<file path="src/rtl/pc_fetch_ctrl_if.sv">
// Fetch-stage port bundle: execute/hazard inputs, I-cache request/response, decode-side outputs.
// master = pc_fetch_ctrl, slave = the surrounding pipeline and cache.
interface pc_fetch_ctrl_if #(
  parameter int DATA_WIDTH = 32
);
  logic                  stall;
  logic                  redirect;
  logic [DATA_WIDTH-1:0] redirect_target;
  logic                  ic_req;
  logic [DATA_WIDTH-1:0] ic_addr;
  logic                  ic_hit;
  logic                  ic_fill_done;
  logic                  if_valid;
  logic [DATA_WIDTH-1:0] if_pc;
  logic [DATA_WIDTH-1:0] if_inc_pc;
  logic                  flush;
  logic                  misalign_err;

  modport master (
    input  stall, redirect, redirect_target, ic_hit, ic_fill_done,
    output ic_req, ic_addr, if_valid, if_pc, if_inc_pc, flush, misalign_err
  );

  modport slave (
    output stall, redirect, redirect_target, ic_hit, ic_fill_done,
    input  ic_req, ic_addr, if_valid, if_pc, if_inc_pc, flush, misalign_err
  );
endinterface

</file>
<file path="src/rtl/pc_fetch_ctrl.sv">
// Fetch sequencer: owns the PC, looks it up in the I-cache, one instruction/cycle on hits.
// if_valid/flush are same-cycle combinational; stall holds the PC, misses hold until refill.
module pc_fetch_ctrl #(
  parameter int                    DATA_WIDTH = 32,
  parameter logic [DATA_WIDTH-1:0] RESET_PC   = '0
) (
  input  logic            clk,
  input  logic            rst,
  pc_fetch_ctrl_if.master bus
);

  typedef enum logic [2:0] {
    BOOT  = 3'd0,
    RUN   = 3'd1,
    MISS  = 3'd2,
    DRAIN = 3'd3,
    HALT  = 3'd4
  } state_t;

  localparam logic [DATA_WIDTH-1:0] PC_STEP = DATA_WIDTH'(4);

  state_t                state_q, state_d;
  logic [DATA_WIDTH-1:0] pc_q, pc_d;
  logic                  err_q, err_d;

  logic                  req;
  logic                  valid;
  logic                  flush;
  logic                  redirect_live;
  logic                  target_misaligned;

  always_ff @(posedge clk) begin
    if (rst) begin
      state_q <= BOOT;
      pc_q    <= RESET_PC;
      err_q   <= 1'b0;
    end else begin
      state_q <= state_d;
      pc_q    <= pc_d;
      err_q   <= err_d;
    end
  end

  assign redirect_live     = bus.redirect && (state_q inside {RUN, MISS, DRAIN});
  assign target_misaligned = |bus.redirect_target[1:0];

  always_comb begin
    state_d = state_q;
    pc_d    = pc_q;
    err_d   = err_q;
    req     = 1'b0;
    valid   = 1'b0;
    flush   = 1'b0;

    unique case (state_q)
      BOOT: begin
        state_d = RUN;
      end
      RUN: begin
        req   = 1'b1;
        valid = bus.ic_hit;
        if (bus.ic_hit && !bus.stall) begin
          pc_d = pc_q + PC_STEP;
        end
        if (!bus.ic_hit) begin
          state_d = MISS;
        end
      end
      MISS: begin
        req = 1'b1;
        if (bus.ic_fill_done) begin
          state_d = RUN;
        end
      end
      DRAIN: begin
        if (bus.ic_fill_done) begin
          state_d = RUN;
        end
      end
      HALT: begin
      end
      default: begin
        state_d = BOOT;
      end
    endcase

    // Redirect overrides everything above; a refill that lands in the same
    // cycle leaves nothing outstanding, so we go straight back to RUN.
    if (redirect_live) begin
      flush = 1'b1;
      valid = 1'b0;
      if (target_misaligned) begin
        pc_d    = pc_q;
        err_d   = 1'b1;
        state_d = HALT;
      end else begin
        pc_d    = bus.redirect_target;
        state_d = (state_q == RUN || bus.ic_fill_done) ? RUN : DRAIN;
      end
    end
  end

  assign bus.ic_req       = req   && !rst;
  assign bus.if_valid     = valid && !rst;
  assign bus.flush        = flush && !rst;
  assign bus.ic_addr      = pc_q;
  assign bus.if_pc        = pc_q;
  assign bus.if_inc_pc    = pc_q + PC_STEP;
  assign bus.misalign_err = err_q;

endmodule

</file>
<file path="src/flat_wrapper.sv">
// flat-port wrapper written by rule: the top's interface ports become plain ports
module pc_fetch_ctrl_flat 
#(
  parameter int                    DATA_WIDTH = 32,
  parameter logic [DATA_WIDTH-1:0] RESET_PC   = '0
)
  (clk, rst, bus_stall, bus_redirect, bus_redirect_target, bus_ic_hit, bus_ic_fill_done, bus_ic_req, bus_ic_addr, bus_if_valid, bus_if_pc, bus_if_inc_pc, bus_flush, bus_misalign_err);
  pc_fetch_ctrl_if #(.DATA_WIDTH(DATA_WIDTH)) bus_i ();
  input  logic clk;
  input  logic rst;
  input wire logic [$bits(bus_i.stall)-1:0] bus_stall;
  input wire logic [$bits(bus_i.redirect)-1:0] bus_redirect;
  input wire logic [$bits(bus_i.redirect_target)-1:0] bus_redirect_target;
  input wire logic [$bits(bus_i.ic_hit)-1:0] bus_ic_hit;
  input wire logic [$bits(bus_i.ic_fill_done)-1:0] bus_ic_fill_done;
  output wire logic [$bits(bus_i.ic_req)-1:0] bus_ic_req;
  output wire logic [$bits(bus_i.ic_addr)-1:0] bus_ic_addr;
  output wire logic [$bits(bus_i.if_valid)-1:0] bus_if_valid;
  output wire logic [$bits(bus_i.if_pc)-1:0] bus_if_pc;
  output wire logic [$bits(bus_i.if_inc_pc)-1:0] bus_if_inc_pc;
  output wire logic [$bits(bus_i.flush)-1:0] bus_flush;
  output wire logic [$bits(bus_i.misalign_err)-1:0] bus_misalign_err;
  assign bus_i.stall = bus_stall;
  assign bus_i.redirect = bus_redirect;
  assign bus_i.redirect_target = bus_redirect_target;
  assign bus_i.ic_hit = bus_ic_hit;
  assign bus_i.ic_fill_done = bus_ic_fill_done;
  assign bus_ic_req = bus_i.ic_req;
  assign bus_ic_addr = bus_i.ic_addr;
  assign bus_if_valid = bus_i.if_valid;
  assign bus_if_pc = bus_i.if_pc;
  assign bus_if_inc_pc = bus_i.if_inc_pc;
  assign bus_flush = bus_i.flush;
  assign bus_misalign_err = bus_i.misalign_err;
  pc_fetch_ctrl #(.DATA_WIDTH(DATA_WIDTH), .RESET_PC(RESET_PC)) u_core (.clk(clk), .rst(rst), .bus(bus_i));
endmodule
</file>
<file path="config.mk">
export PLATFORM = sky130hd
export DESIGN_NAME = pc_fetch_ctrl_flat
export DESIGN_NICKNAME = d
export VERILOG_FILES = /design/src/rtl/pc_fetch_ctrl_if.sv /design/src/rtl/pc_fetch_ctrl.sv /design/src/flat_wrapper.sv
export SDC_FILE = /design/constraint.sdc
export NUM_CORES = 1
export LEC_CHECK = 0
export CAP_MARGIN = 10
export CELL_PAD_IN_SITES_DETAIL_PLACEMENT = 1
export CELL_PAD_IN_SITES_GLOBAL_PLACEMENT = 2
export CORE_MARGIN = 10
export CORE_UTILIZATION = 19
export CTS_CLUSTER_DIAMETER = 60
export CTS_CLUSTER_SIZE = 30
export DETAILED_ROUTE_END_ITERATION = 16
export PLACE_DENSITY_LB_ADDON = 0.1
export SKIP_CTS_REPAIR_TIMING = 1
export SLEW_MARGIN = 20
export SYNTH_ARGS = -nofsm -noshare
export SYNTH_HDL_FRONTEND = slang
export SYNTH_SLANG_ARGS = --single-unit
</file>
<file path="constraint.sdc">
create_clock -name clk -period 1.9 [get_ports clk]
set_input_delay 0.19 -clock clk [delete_from_list [all_inputs] [get_ports clk]]
set_output_delay 0.19 -clock clk [all_outputs]
set_load 0.01 [all_outputs]
</file>
* After elaboration in Yosys (flattened, before gate mapping)
Index checks and enable logic that the tools add are counted.
** Word-level totals
- Bits in latches :: 0
- Input bits :: 38
- Memories kept :: 0
- ROM bits :: 0
- Bits in registers :: 36
- Memory bits (writable) :: 0
** Operators by class
- $lt $le $gt $ge :: 0
- $add $sub $neg :: 1
- Multiplexer cells :: 14
- Multipliers :: 0
- Shift operators :: 0
- Reduce and logical (&&, ||, !) cells :: 18
- Bitwise logic cells :: 0
- Divide/modulo/power cells :: 0
- Eq/ne operators :: 8
** Operators with widths (number)
- 2-to-1 mux 32 bit :: 4
- adder 32 x 3 -> 32 bit (second input constant) :: 1
- 2-to-1 mux 3 bit :: 4
- case mux 3 bit (4 select lines) :: 1
- equality test 3 x 2 -> 1 bit (second input constant) :: 2
- AND reduction 3 bit :: 2
- OR reduction 2 bit :: 3
- logical AND 1 bit :: 5
- 2-to-1 mux 1 bit :: 4
- nonzero test 2 bit :: 2
- equality test 3 x 1 -> 1 bit (second input constant) :: 1
- equality test 3 bit (second input constant) :: 1
- zero test 3 bit :: 1
- inequality test 3 x 1 -> 1 bit (second input constant) :: 1
- inequality test 3 x 2 -> 1 bit (second input constant) :: 1
- nonzero test 3 bit :: 1
- zero test 1 bit :: 2
- 2-to-1 mux 2 bit :: 1
- inequality test 2 x 1 -> 1 bit (second input constant) :: 1
- inequality test 2 bit (second input constant) :: 1
- AND reduction 2 bit :: 1
- logical OR 1 bit :: 1

* Longest topological paths before layout
- Depth after elaboration :: 5
- Depth in mapped cells :: 8

* Least setup slack after synthesis
OpenSTA, ideal clock, no wires.
- Kind :: reg-to-output
- From :: reg u_core.pc_q[7] (netlist: u_core.bus.ic_addr[7])
- To :: out bus_if_inc_pc[23]
- Stages on the path, launching flop included :: 6
- Path slack :: -0.221 ns
- Arrival :: 1.931 ns
- Path buffers :: 1
- Data required time :: 1.710 ns
- Cells stage by stage :: dfxtp_1 > buf_2 > nand4_4 > nor4_4 > or4b_4 > xnor2_1
** Between the ends
- Longest elaborated chain between the ends :: 1
** Ends and longest elaborated chain
- start, declared :: line pc_fetch_ctrl.sv:23 : logic [DATA_WIDTH-1:0] pc_q, pc_d;
- start signal, assigned :: line pc_fetch_ctrl.sv:39 : pc_q <= pc_d;
- adder 32 x 3 -> 32 bit :: line pc_fetch_ctrl.sv:108 : assign bus.if_inc_pc = pc_q + PC_STEP;
- end, declared :: line flat_wrapper.sv:20 : output wire logic [$bits(bus_i.if_inc_pc)-1:0] bus_if_inc_pc;
No other way between the ends.

* Final worst setup path
Ends and elaborated chain as after synthesis.

==> impl_metrics.csv <==
group,metric,value,unit
status,run_status,"complete, but fails checks",
status,violations,"setup timing",
sta,layout_worst_path_cycle_share,113,%
clock_network,clk_transition_reported_paths,0.06,ns
setup_path,critPathLaunch,"u_core.bus.ic_addr[7]",
setup_path,endpoint_required_time_on_the_critical_path,1.71,ns
synthesis,count_of_mapped_cells_out_of_synthesis,364,
job,max_cap_violations,0,
layout,post_route_cells_drive_above_1_share,39.9,%
sta,timing.final.ws_setup,-0.254,ns
synthesis,post-synth-top-area-fraction,25.6,%
sta,final_worst_hold_slack,0.450,ns
synthesis,syn_nets,403,
hold_path,path_type_of_the_worst_min_delay_path,"reg2reg",
sta,timing.final.hold_violations,0,
layout,most_frequent_cells_in_the_layout,"106 x sky130_fd_sc_hd__clkdlybuf4s50_1, 101 x sky130_fd_sc_hd__buf_4, 30 x sky130_fd_sc_hd__nand2_1, 25 x sky130_fd_sc_hd__a21oi_1",
sta,finClkSkew,0.00287,ns
grt,grt_max_degree,22,
setup_path,crit_arrival,1.96,ns
detailed_routing,final_antenna_net_count,0,
synthesis,synth_seq_area_share,25.6,%
setup_path,critPathCaptureType,"output pin",
clock_network,ctsHtreeMaxLevel,2,
die,floorplan.die.width,142,um
setup_path,cp_slowest_stage_delay,0.52,ns
setup_path,r2r_setup_slack,-0.07,ns
layout,antenna_cells_inserted,0,
sta,timing.max_slew.rel_slack,70.2,%
synthesis,synth-main-ff-cell,"sky130_fd_sc_hd__dfxtp_1",
detailed_routing,drc,0,
synthesis,combined_area_of_all_synthesized_cells,2810,um2
detailed_routing,drt_pre_antenna_iters,4,
placement,place_congestion,0.803,
die,dieHeight,142,um
die,floorplan.rows,44,
synthesis,synth_cell_types,48,
synthesis,netlist_top_cells_area,"sky130_fd_sc_hd__dfxtp_1 26%, sky130_fd_sc_hd__buf_4 9.1%, sky130_fd_sc_hd__xnor2_1 6.2%",
sta,slew_viol_final,0,
layout,layout_commonest_cell,"sky130_fd_sc_hd__clkdlybuf4s50_1",
sta,worst-slew-pin-transition,0.447,ns
grt,antenna_found_initial,0,
setup_path,critical_path.slowest_cell,"sky130_fd_sc_hd__or4b_4",
clock_network,tritoncts,"done",
die,floorplan.initialDensity,19.3,%
grt,grt_pass1_vias,3849,
detailed_routing,totalWireLength,14000,um
die,placeableCoreArea,14500,um2
grt,global_route_wire_length_before_repair,21400,um
synthesis,synth-edff-count,0,
clock_network,clockRootBuffer,"sky130_fd_sc_hd__clkbuf_16",
die,io_pins,138,
detailed_routing,via_count,3524,
clock_network,clock_tree.buffer_depth,2,
detailed_routing,detail_route.iter0.violations,78,
clock_network,clk_latency,0.28,ns
power,total_leakage_power,2.53,nW
placement,placement.io_buffers,137,
clock_network,tritoncts.num_buffers,5,
setup_path,timing.critical_path.from_type,"register",
clock_network,clock_sink_count,36,
detailed_routing,detail_route.wl_per_cell,18.3,um
setup_path,worstReg2RegStart,"u_core.bus.ic_addr[7]",
layout,nFillCells,1726,
sta,grt_setup_unrepaired,"true",
synthesis,async_flop_share,0,%
setup_path,crit_path_max_fanout,4,
power,power_per_cell_area,441,nW/um2
detailed_routing,viasPerCell,4.62,
grt,overflow,0,
power,max-vdd-ir-drop,265,uV
die,dieArea,20100,um2
layout,final_net_count,617,
placement,detailedPlacementHpwl,11000,um
layout,fin_cells,763,
layout,multiInputGateArea,2080,um2
sta,period_minus_slack,2.15,ns
setup_path,timing_worst_setup_path_type,"reg2out",
setup_path,crit_path_cell_trace,"nand4_4 -> nor4_4 -> or4b_4 -> xnor2_2 -> buf_2",
grt,total_global_routing_track_utilization,13.1,%
sta,setup_viol,25,
synthesis,syn_area_per_cell,7.72,um2
layout,synthToLayoutAreaGrowth,98.7,%
synthesis,yosysWarnings,0,
placement,total_instance_count_after_detailed_placement,741,
synthesis,synth_seq_cells,36,
layout,final-seq-area,751,um2
hold_path,hold_path_startpoint,"u_core.bus.misalign_err",
sta,max_clock_freq,464,MHz
synthesis,synth_area_leader_cell,"sky130_fd_sc_hd__dfxtp_1",
==> path summary, 6_finish.rpt <==
check,to,cells after the start
worst max register to register,u_core.bus.ic_addr[23],7
worst min-delay path,u_core.bus.misalign_err,2
worst min register to register,u_core.bus.misalign_err,2
worst max-delay path,bus_if_inc_pc[23],5
==> layer usage <==
layer	up-vias	wire length (um)	share of wire [%]	GRT usage (%)
met5	-	0	0	0
met4	0	148	1.1	2.04
met3	10	1010	7.3	4.54
met2	93	6840	49	22.4
met1	1693	5960	43	15.5
li1	1728	-	-	-
==> cells in the mapped netlist (all sizes together) (3+ instances only) <==
library cell / instances
a21boi: 5
a21oi: 26
a22o: 9
a22oi: 4
a31o: 3
and2: 5
and3: 8
and4: 6
buf: 37
clkbuf: 16
dfxtp: 36
inv: 14
mux2i: 4
nand2: 35
nand3: 18
nand4: 10
nor2: 25
nor3: 9
nor4: 8
o21ai: 10
o31a: 5
o31ai: 4
o32ai: 10
or3: 3
xnor2: 20
xor2: 9
==> state kept, by name, indices dropped and copies added, names as in the netlist <==
register and count:
u_core.bus.misalign_err 1, u_core.bus.ic_addr 32, u_core.state_q 3
==> cell families (layout without fill, tap and decap cells) <==
kind of cell / Yosys count / in the layout / synth area share, %
buffers and inverters: 67 / 282 / 13.6
and+or+nand+nor: 132 / 132 / 25.6
DFF: 36 / 36 / 25.6
xor gates and xnor gates: 29 / 29 / 9.04
AOI/OAI and AO/OA: 93 / 93 / 23.4
muxes: 6 / 6 / 2.23
adders and majority gates: 1 / 1 / 0.445
==> critical path: cells and delay by family, from the launching register on <==
kind / cells / cell delay, ns
xor+xnor: 1 / 0.16
simple gates: 3 / 1.00
buf+inv: 1 / 0.16
flops: 1 / 0.35
==> through the flow <==
step | setup slack (ns) | utilization (%) | instance area [um2] | TNS [ns] | power [mW]
after global routing | -0.309 | 38.4 | 5580 | -5.41 | 2.59
after CTS | -0.740 | 35.2 | 5110 | -15.90 | 2.49
after floorplan | 0.00101 | - | 2840 | 0 | 1.14
after global placement | -0.428 | 34.1 | 4950 | -7.92 | 1.52
after detailed placement | -0.435 | 34.1 | 4950 | -8.13 | 1.53
final | -0.254 | 38.4 | 5580 | -2.50 | 2.46
==> power by group <==
group | switching, mW | total, mW | leakage, nW | internal (mW)
Combinational | 0.325 | 0.693 | 2.15 | 0.367
Sequential | 0.0306 | 0.817 | 0.302 | 0.786
Clock | 0.333 | 0.951 | 0.0808 | 0.618
==> final cells by class <==
class	instances	share of cell area (%)
clock buffers	6	2.31
clock inverters	2	0.628
inverters	14	0.941
multi-input cells	261	37.2
flip-flops and latches	36	13.4
well taps	184	4.12
repair buffers	260	41.3
Power figures use the tool's default switching activity.
